$ cat config.mk
export PLATFORM = sky130hd
export DESIGN_NAME = accum_seq_ctrl
export DESIGN_NICKNAME = d
export VERILOG_FILES = /design/src/rtl/accum_pkg.sv /design/src/rtl/rr_arbiter2.sv /design/src/rtl/accum_seq_ctrl.sv
export SDC_FILE = /design/constraint.sdc
export NUM_CORES = 1
export LEC_CHECK = 0
export ABC_AREA = 1
export BUFFER_PORTS_ARGS = -buffer_cell sky130_fd_sc_hd__buf_4
export CAP_MARGIN = 20
export CORE_ASPECT_RATIO = 1.1
export CORE_MARGIN = 3
export CORE_UTILIZATION = 35
export CTS_BUF_LIST = sky130_fd_sc_hd__clkbuf_4
export CTS_CLUSTER_SIZE = 25
export DETAILED_ROUTE_END_ITERATION = 10
export PLACE_DENSITY = 0.54
export SETUP_SLACK_MARGIN = 0.4
export SYNTH_ARGS = -nofsm -noshare
export SYNTH_HDL_FRONTEND = slang
export SYNTH_SLANG_ARGS = --single-unit
$ cat constraint.sdc
create_clock -name clk -period 3.8 [get_ports clk]
set_clock_uncertainty 0.15 [all_clocks]
set_input_delay 0.76 -clock clk [delete_from_list [all_inputs] [get_ports clk]]
set_output_delay 0.76 -clock clk [all_outputs]
set_load 0.05 [all_outputs]
$ cat src/rtl/accum_pkg.sv
`default_nettype none
// ============================================================================
// Module      : accum_pkg
// Description : Shared types and constants for the accumulator sequencer.
// Revision    : 1.0  initial release
// ============================================================================
package accum_pkg;

    localparam int c_DEF_WIDTH = 8;
    localparam int c_DEF_CNT_W = 8;

    localparam logic REQ0 = 1'b0;
    localparam logic REQ1 = 1'b1;

    typedef enum logic [1:0] {
        ST_IDLE = 2'd0,
        ST_ADD  = 2'd1,
        ST_DONE = 2'd2
    } state_t;

endpackage
`default_nettype wire

$ cat src/rtl/rr_arbiter2.sv
`default_nettype none
// ============================================================================
// Module      : rr_arbiter2
// Description : Two-way combinational round-robin arbiter; ties go to the
//               requester that was not granted last.
// Revision    : 1.0  initial release
// ============================================================================
module rr_arbiter2
    import accum_pkg::*;
(
    input  logic valid0,
    input  logic valid1,
    input  logic last_grant,
    input  logic enable,
    output logic grant,
    output logic gnt_valid
);

    logic w_tie;

    assign w_tie     = valid0 & valid1;
    assign grant     = w_tie ? ~last_grant : (valid1 ? REQ1 : REQ0);
    assign gnt_valid = enable & (valid0 | valid1);

endmodule
`default_nettype wire

$ cat src/rtl/accum_seq_ctrl.sv
`default_nettype none
// ============================================================================
// Module      : accum_seq_ctrl
// Description : Sequences two arbitrated requesters into an 8-bit accumulator.
//               Optional macro ACCUM_SAT_EN saturates acc on carry-out.
// Revision    : 1.0  initial release
// ============================================================================
module accum_seq_ctrl
    import accum_pkg::*;
#(
    parameter int WIDTH = c_DEF_WIDTH,
    parameter int CNT_W = c_DEF_CNT_W
) (
    input  logic             clk,
    input  logic             resetn,
    input  logic             clear,
    input  logic             valid0,
    input  logic [WIDTH-1:0] data0,
    output logic             ready0,
    input  logic             valid1,
    input  logic [WIDTH-1:0] data1,
    output logic             ready1,
    output logic [WIDTH-1:0] acc,
    output logic             overflow,
    output logic [CNT_W-1:0] op_count,
    output logic             busy,
    output logic             done,
    output logic             done_id
);

    state_t             r_state;
    state_t             w_next_state;
    logic [WIDTH-1:0]   r_operand;
    logic               r_id;
    logic               r_last_grant;
    logic [WIDTH-1:0]   r_acc;
    logic               r_overflow;
    logic [CNT_W-1:0]   r_count;

    logic               w_grant;
    logic               w_handshake;
    logic               w_arb_en;
    logic [WIDTH:0]     w_sum;
    logic [WIDTH-1:0]   w_acc_next;

    assign w_arb_en = (r_state == ST_IDLE) & ~clear;

    rr_arbiter2 u_arb (
        .valid0     (valid0),
        .valid1     (valid1),
        .last_grant (r_last_grant),
        .enable     (w_arb_en),
        .grant      (w_grant),
        .gnt_valid  (w_handshake)
    );

    assign ready0 = w_handshake & (w_grant == REQ0);
    assign ready1 = w_handshake & (w_grant == REQ1);

    assign w_sum = {1'b0, r_acc} + {1'b0, r_operand};
`ifdef ACCUM_SAT_EN
    assign w_acc_next = w_sum[WIDTH] ? {WIDTH{1'b1}} : w_sum[WIDTH-1:0];
`else
    assign w_acc_next = w_sum[WIDTH-1:0];
`endif

    always_ff @(posedge clk or negedge resetn) begin
        if (!resetn) begin
            r_state <= ST_IDLE;
        end else begin
            r_state <= w_next_state;
        end
    end

    always_comb begin
        w_next_state = r_state;
        if (clear) begin
            w_next_state = ST_IDLE;
        end else begin
            case (r_state)
                ST_IDLE: if (w_handshake) w_next_state = ST_ADD;
                ST_ADD:  w_next_state = ST_DONE;
                ST_DONE: w_next_state = ST_IDLE;
                default: w_next_state = ST_IDLE;
            endcase
        end
    end

    always_ff @(posedge clk or negedge resetn) begin
        if (!resetn) begin
            r_operand    <= '0;
            r_id         <= REQ0;
            r_last_grant <= REQ1;
            r_acc        <= '0;
            r_overflow   <= 1'b0;
            r_count      <= '0;
        end else if (clear) begin
            r_acc      <= '0;
            r_overflow <= 1'b0;
            r_count    <= '0;
        end else if (w_handshake) begin
            r_operand    <= (w_grant == REQ1) ? data1 : data0;
            r_id         <= w_grant;
            r_last_grant <= w_grant;
        end else if (r_state == ST_ADD) begin
            r_acc      <= w_acc_next;
            r_overflow <= r_overflow | w_sum[WIDTH];
            r_count    <= r_count + {{(CNT_W-1){1'b0}}, 1'b1};
        end
    end

    assign acc      = r_acc;
    assign overflow = r_overflow;
    assign op_count = r_count;
    assign busy     = (r_state != ST_IDLE);
    assign done     = (r_state == ST_DONE);
    // Gated so done_id never shows a stale ID outside the completion pulse.
    assign done_id  = done & r_id;

endmodule
`default_nettype wire
==> run summary, run 1 <==
The number of warning messages in the yosys log came out at 0. For this design, the sink count on the clock tree is 29. Wires add up to 3510 um. The shortest period the worst path allows came out at 2540 ps. In this run, post-CTS hold repair placed 0 buffers. The via count is 1393. For the pin with the worst max-slew slack, the measured transition is 806 ps. The root buffer cell chosen for the clock tree is sky130_fd_sc_hd__clkbuf_4. In this run the worst setup path terminates at ready0. The worst slew margin relative to its limit is 46.0%. The number of buffers created by CTS came out at 5.

TritonCTS built the clock tree. Once detailed placement completed, the half-perimeter wirelength came to 2700 um. The die span in x is 71.3 um.

The fill cell instance count of the final layout is 456. For this run, asynchronously set or reset flops after synthesis account for 100%. The number of buffers inserted to repair setup after CTS is 0. After synthesis, the cell types taking the most area are sky130_fd_sc_hd__dfrtp_1 43%, sky130_fd_sc_hd__nand2_1 17%, sky130_fd_sc_hd__ha_1 6.9%, sky130_fd_sc_hd__nand3_1 6.4%, sky130_fd_sc_hd__inv_1 4.6%. The ratio of final minimum period to clock period came out at 66.9%. The largest fanout of any net on the critical path came out at 11. The number of optimization iterations in the first detailed-route pass came out at 4. By count the netlist is led by 75 x sky130_fd_sc_hd__nand2_1, 28 x sky130_fd_sc_hd__dfrtp_1, 21 x sky130_fd_sc_hd__nand3_1, 20 x sky130_fd_sc_hd__inv_1, 15 x sky130_fd_sc_hd__nor2_1. Yosys instantiated no cell more often than sky130_fd_sc_hd__nand2_1.

The worst setup path is captured at a primary output. Setup repair after global routing left no endpoint under its margin. The cell count after synthesis came out at 209. The detailed router finished its first iteration with 65 violations. The final weighted congestion of routability-driven global placement came out at 0.765.

The global routing usage summed across all routing layers is 13.8%. Yosys mapped a number of flops with a built-in enable equal to 0. The post-synthesis instance area came out at 0.00164 mm2. The sequential cells in the finished layout cover a total of 727 um2. The count of cells along the worst register-to-register path came out at 8. The via count of the first global-routing pass was 1355. The run finished with clean final reports. Counting flops and latches in the post-synthesis netlist gives 29. In this run the worst hold path is classified as in -> async.

The repair_antennas step left the layout with diodes totalling 0. The post-cts resize count came out at 0. The clock-pin slew on the worst setup and hold paths came out at 100 ps. The final number of setup-violating endpoints came out at 0. The post-route netlist has 25.4% of its cells at a drive strength greater than 1. The number of nets with antenna violations after detailed routing came out at 0. The average size of a mapped cell came out at 7.86 um2. In this run the vertical extent of the chip is 77.9 um. The required time at the worst-slack endpoint is 2890 ps. The largest net degree at the start of global routing is 30.

Of the total power, registers draw 44.7%. The switching power summed over all nets came out at 0.000323 W. The leakage power of the design is 1.14 nW. The switching fraction of total power is 38.0%.

The area share of the leading cell type in the synthesized netlist came out at 42.7%. After the flow finishes, the layout carries non-filler instances totaling 310. The number of placed I/O pins is 43. Dividing total power by cell area gives a power density of 413 mW/mm2. The total overflow reported by the global router came out at 0.

The post-synthesis to final-layout area growth is 25.4%. The slack of the worst reg-to-reg path is 1930 ps. The worst setup path is launched from an input pin.

The maximum count of clock buffers along a single path is 2. The number of maximum-capacitance violations is 0. The count of input and output buffers came out at 42. The floorplan row count came out at 25.

The share of total power in the clock network came out at 22.3%. The number of pins with negative max-slew slack in the final report was 0. The number of nets handed over by synthesis was 240. The wire length per cell after detailed routing came out at 11.3 um.

The area inside the core boundary is 0.00441 mm2. The total power consumption of the routed design is 0.000851 W. The total internal power is 0.000527 W. The number of different library cells used by synthesis comes to 24.

The number of levels in the clock H-tree is 2. The number of antenna violations at the first check in global routing is 0. For this run, the post-layout net count is 286. After synthesis, flip-flops and latches occupy 44.2% of the total area. After detailed routing, the number of vias per cell comes to 4.49. The multi-input combinational cells in the finished layout cover a total of 797 um2. Including well taps, the total number of placed cells is 302. The wire length of the first global-routing pass is 5950 um.

The capture instance of the worst register-to-register path is overflow. The clock latency at the later pin of the worst-skew pair came out at 330 ps. The critical path is of the in -> out type. The worst-case vdd ir drop came out at 0.155 mV.

The worst register-to-register path begins at acc[0]. The number of endpoints with negative hold slack in the final report was 0. The top achievable clock speed is 393 MHz.

Once the floorplan was initialized, standard cells occupied 37.2% of the core. The final sum of negative setup slack came out at 0 ps. The tightest hold margin came out at 180 ps.

Per report_power, the combinational group accounts for 33.0% of the total. The count of unresolved DRC violations after routing came out at 0. Tracing the worst setup path back leads to its startpoint at clear. The library cell with the largest summed area after synthesis is sky130_fd_sc_hd__dfrtp_1. The most used flip-flop cell after synthesis is sky130_fd_sc_hd__dfrtp_1. STA puts the critical path data arrival time at 1630 ps. The die covers 0.00555 mm2.
cells in the final DEF (no fill, tap or decap), types with 7 or more instances in the layout:
master	netlist	routed
sky130_fd_sc_hd__nand2_1	75	75
sky130_fd_sc_hd__nor2_1	15	15
sky130_fd_sc_hd__buf_4	0	42
sky130_fd_sc_hd__inv_1	20	20
sky130_fd_sc_hd__ha_1	9	9
sky130_fd_sc_hd__a21oi_1	7	7
sky130_fd_sc_hd__nand3_1	21	21
sky130_fd_sc_hd__dfrtp_1	28	28
worst min path at each step:
stage	start	end	slack [ps]	depth (start not counted)
2_1_floorplan	r_last_grant	r_last_grant	290	2
3_3_place_gp	r_last_grant	r_last_grant	310	2
3_5_place_dp	r_last_grant	r_last_grant	320	2
4_1_cts	resetn	op_count[6]	190	1
5_1_grt	resetn	op_count[6]	190	1
6_report	resetn	op_count[6]	180	1
cell type report:
type	instances	area share, %
Inverter	26	4.74
Sequential cell	29	35.3
Timing Repair Buffer	42	15.3
Tap cell	54	3.28
Multi-Input combinational cell	151	38.7
Clock buffer	6	2.19
Clock inverter	2	0.486
flip-flops by register name (all words and copies together) (netlist names):
name          count
r_state           2
acc               8
op_count          8
r_last_grant      1
overflow          1
r_operand         8
r_id              1
per-layer routing:
layer  track usage (%)  wire, um  up-vias
li1                  -         -      756
met2              21.3      1630       30
met1              17.9      1650      602
met4              5.08        62        0
met5                 0         0        -
met3              4.15       169        5
stage by stage:
| step | area (um2) | setup slack (ps) | utilization [%] |
|---|---|---|---|
| final | 2060 | 1260 | 46.7 |
| after global routing | 2060 | 1210 | 46.7 |
| after CTS | 2060 | 1240 | 46.7 |
| after detailed placement | 2000 | 1240 | 45.4 |
| after global placement | 2000 | 1240 | 45.4 |
| after floorplan | 1640 | 1360 | - |
worst max-delay path, stage by stage:
cell and delay (ps):
sky130_fd_sc_hd__buf_4 160, sky130_fd_sc_hd__nor2_4 140, sky130_fd_sc_hd__o21ai_4 130, sky130_fd_sc_hd__nor2_4 210
sky130_fd_sc_hd__buf_4 240
logic make-up (layout without fill, tap and decap cells):
family	after synthesis	count (layout)	share of synthesized area (%)
AO/OA/AOI/OAI	18	18	7.08
XOR/XNOR	2	2	1.07
adder cells (fa/ha/maj)	10	10	8.07
buffers and inverters	29	76	7.24
flip-flops	29	29	44.2
AND/OR/NAND/NOR	121	121	32.3
power groups by stage:
| stage | clock network, W | logic [W] | registers [W] |
|---|---|---|---|
| global route | 0.000212 | 0.000318 | 0.000387 |
| CTS | 0.000201 | 0.000285 | 0.000381 |
| floorplan | 0 | 0.000165 | 0.000421 |
| global placement | 0 | 0.000281 | 0.000387 |
| detailed placement | 0 | 0.000284 | 0.000387 |
| finish | 0.000190 | 0.000280 | 0.000381 |
(Power assumes the default switching activity.)
==> run 2: changes to the inputs <==
Clock period 3.8 ns to 2.6 ns, I/O delays scaled along.
==> run summary, run 2 (synthesis gave the netlist of run 1 again) <==
The flow ran to the end, and the final reports show no timing, DRC or antenna violations. The fill cell instance count of the final layout came to 461 (+1.1%). The count of unresolved DRC violations after routing is 0 (unchanged). The part of the total power dissipated in combinational logic came out at 31.4% (-1.6 points). The count of input and output buffers came out at 42 (unchanged). The share of total power in the clock network came out at 27.4% (+5.1 points). The number of antenna cells inserted came out at 0 (unchanged). The mean number of vias per cell came out at 4.50 (+0.18%). The largest fanout of any net on the critical path is 4 (-7). The area inside the core boundary came to 0.00441 mm2 (unchanged). The die span in x came out at 71.3 um (unchanged). The wire length of the first global-routing pass is 6120 um (+2.9%).

The largest net degree at the start of global routing is 30 (unchanged). In this run the most critical hold path is launched from data0[3]. In this design, the critical path's most frequently occurring cell is sky130_fd_sc_hd__nor2_4. The area growth from synthesis to layout is 30.4%. The initial cell density of the core is 37.2% (unchanged). The TritonCTS clock tree is done.

The chip height came to 77.9 um (unchanged). The top cell types in the final layout, fill and taps aside, are 74 x sky130_fd_sc_hd__nand2_1, 44 x sky130_fd_sc_hd__buf_4, 27 x sky130_fd_sc_hd__dfrtp_1, 21 x sky130_fd_sc_hd__nand3_1, 20 x sky130_fd_sc_hd__inv_1. The leakage power of the design is 1.17 nW (+2.8%). The worst setup path is captured at a primary output. The number of placed I/O pins came out at 43 (unchanged). The number of levels in the clock H-tree is 2 (unchanged). The final weighted congestion of routability-driven global placement is 0.751 (-1.9%).

Setup repair after global routing left no endpoint under its margin. The most critical setup path has its startpoint at r_state[0]. The final sum of negative setup slack came out at 0 ps (unchanged). The total overflow reported by the global router is 0 (unchanged).

The number of endpoints with negative hold slack in the final report came out at 0 (unchanged). STA classifies the critical path startpoint as a register. The ratio of final minimum period to clock period is 80.2%. The placed cell count is 303 (+0.33%). The global routing usage summed across all routing layers is 14.0% (+0.27 points). The switching power summed over all nets came out at 0.000471 W (+46%). The signal on the critical path passes through inv_2 > nand2_2 > nor2_4 > o21ai_4 > nor2_4 > buf_6.

The worst-case vdd ir drop is 0.237 mV (+52%). The final non-filler cell total is 315 (+1.6%). The maximum count of clock buffers along a single path came out at 2 (unchanged). The class of the worst hold path is in -> reg.

The number of design-rule violations left by the first detailed-router iteration came out at 56 (-14%). The transition time of the tightest slew-check pin came out at 380 ps (-426 ps). The share of final-layout standard cells stronger than drive strength 1 is 27.2% (+1.8 points). The most common library cell in the layout ignoring fill and taps is sky130_fd_sc_hd__nand2_1. The floorplan row count is 25 (unchanged). The clock-pin slew on the worst setup and hold paths came to 90 ps (about the same).

The worst slew margin relative to its limit is 74.6% (+29 points). The slack of the critical path is 516 ps (-742 ps). The cell area after layout is 0.00214 mm2 (+4.0%). The cell sitting at the root of the clock tree is a sky130_fd_sc_hd__clkbuf_4. The total internal power is 0.000878 W (+67%). The delay of the slowest cell on the worst path is 450 ps (+210 ps). The startpoint identified for the worst register-to-register timing path is acc[0]. Static timing analysis puts the maximum clock frequency at 480 MHz. The areal power density over the cells came out at 630 mW/mm2 (+53%).

The number of antenna violations at the first check in global routing is 0 (unchanged). The number of pins with negative max-slew slack in the final report is 0 (unchanged). The number of nets with antenna violations after detailed routing is 0 (unchanged). The switching fraction of total power came out at 34.9% (-3.1 points). The number of optimization iterations in the first detailed-route pass is 4 (unchanged). The number of buffers created by CTS is 5 (unchanged). The overall die area came out at 0.00555 mm2 (unchanged).

The via count of the first global-routing pass came out at 1367 (+0.89%). The minimum setup slack after placement came to 513 ps (-731 ps). The shortest period the worst path allows came out at 2080 ps. The number of cells on the worst hold path came out at 3. The required time at the worst-slack endpoint came out at 1930 ps (-960 ps). The total power consumption of the routed design was 0.00135 W (+59%). The placed wire-length estimate after detailed placement is 2660 um (-1.6%). The TritonCTS sink count is 29 (unchanged). The overall routed net length is 3490 um (-0.54%). The worst setup path is of the reg -> out kind. The final net count came to 291 (+1.7%). The data arrival time of the worst path came out at 1410 ps (-220 ps). The final number of setup-violating endpoints came to 0 (unchanged).

The clock latency at the later pin of the worst-skew pair came out at 330 ps (about the same). Among all stages on the critical path, the largest delay is contributed by sky130_fd_sc_hd__dfrtp_2. The power share of the sequential group is 41.2% (-3.5 points). The wire length per cell after detailed routing is 11.1 um (-2.1%).

The post-detailed-placement cell area is 0.00202 mm2 (+0.62%). The number of maximum-capacitance violations was 0 (unchanged). The via count is 1418 (+1.8%). The count of cells along the worst register-to-register path is 8 (unchanged).
==> run 2: final timing paths <==
check,to,slack (ps)
worst max-delay path,ready0,520
worst min-delay path,r_operand[3],240
worst max register to register,overflow,720
worst min register to register,r_last_grant,320
max in group asynchronous,r_last_grant,1480
min in group asynchronous,acc[5],500
==> run 2: routing by layer <==
layer	up-vias	track usage (%)	wire (um)
li1	765	-	-
met1	616	18.4	1660
met5	-	0	0
met3	5	4.53	202
met4	0	5.64	57
met2	32	21.2	1570
==> run 2: critical path, delay by kind of cell, from the launching register on <==
family,cells,cell delay [ps]
compound gates,1,90
buf+inv,2,220
simple gates,3,310
flops,1,450
==> run 2: timing repair <==
item | CTS | global route
resized for setup | 2 | 3
buffers inserted | 1 | 2
hold endpoints to repair | 28 | 0
pin swaps | 1 | 0
hold buffers | 1 | 0
setup endpoints to repair | 2 | 2
==> run 2: cell type report <==
cell class,count,area [um2],share of cell area [%]
multi-input combinational,151,805,37.6
inverter,26,100,4.67
sequential,29,728,34.0
timing repair buffer,47,363,16.9
clock buffer,6,45.0,2.10
clock inverter,2,33.8,1.58
tap,54,67.6,3.15
==> run 2: through the flow <==
stage | hold slack [ps] | utilization [%]
after floorplan | 74.4 | -
after global placement | 311 | 45.7
after detailed placement | 307 | 45.7
after CTS | 230 | 48.1
after global routing | 233 | 48.6
final | 244 | 48.6
==> run 2: power by group through the flow <==
stage	sequential [W]	combinational (W)	clock (W)
after floorplan	0.000615	0.000241	0
after global placement	0.000564	0.000414	0
after detailed placement	0.000565	0.000419	0
after CTS	0.000557	0.000424	0.000383
after global routing	0.000567	0.000479	0.000404
final	0.000556	0.000424	0.000370
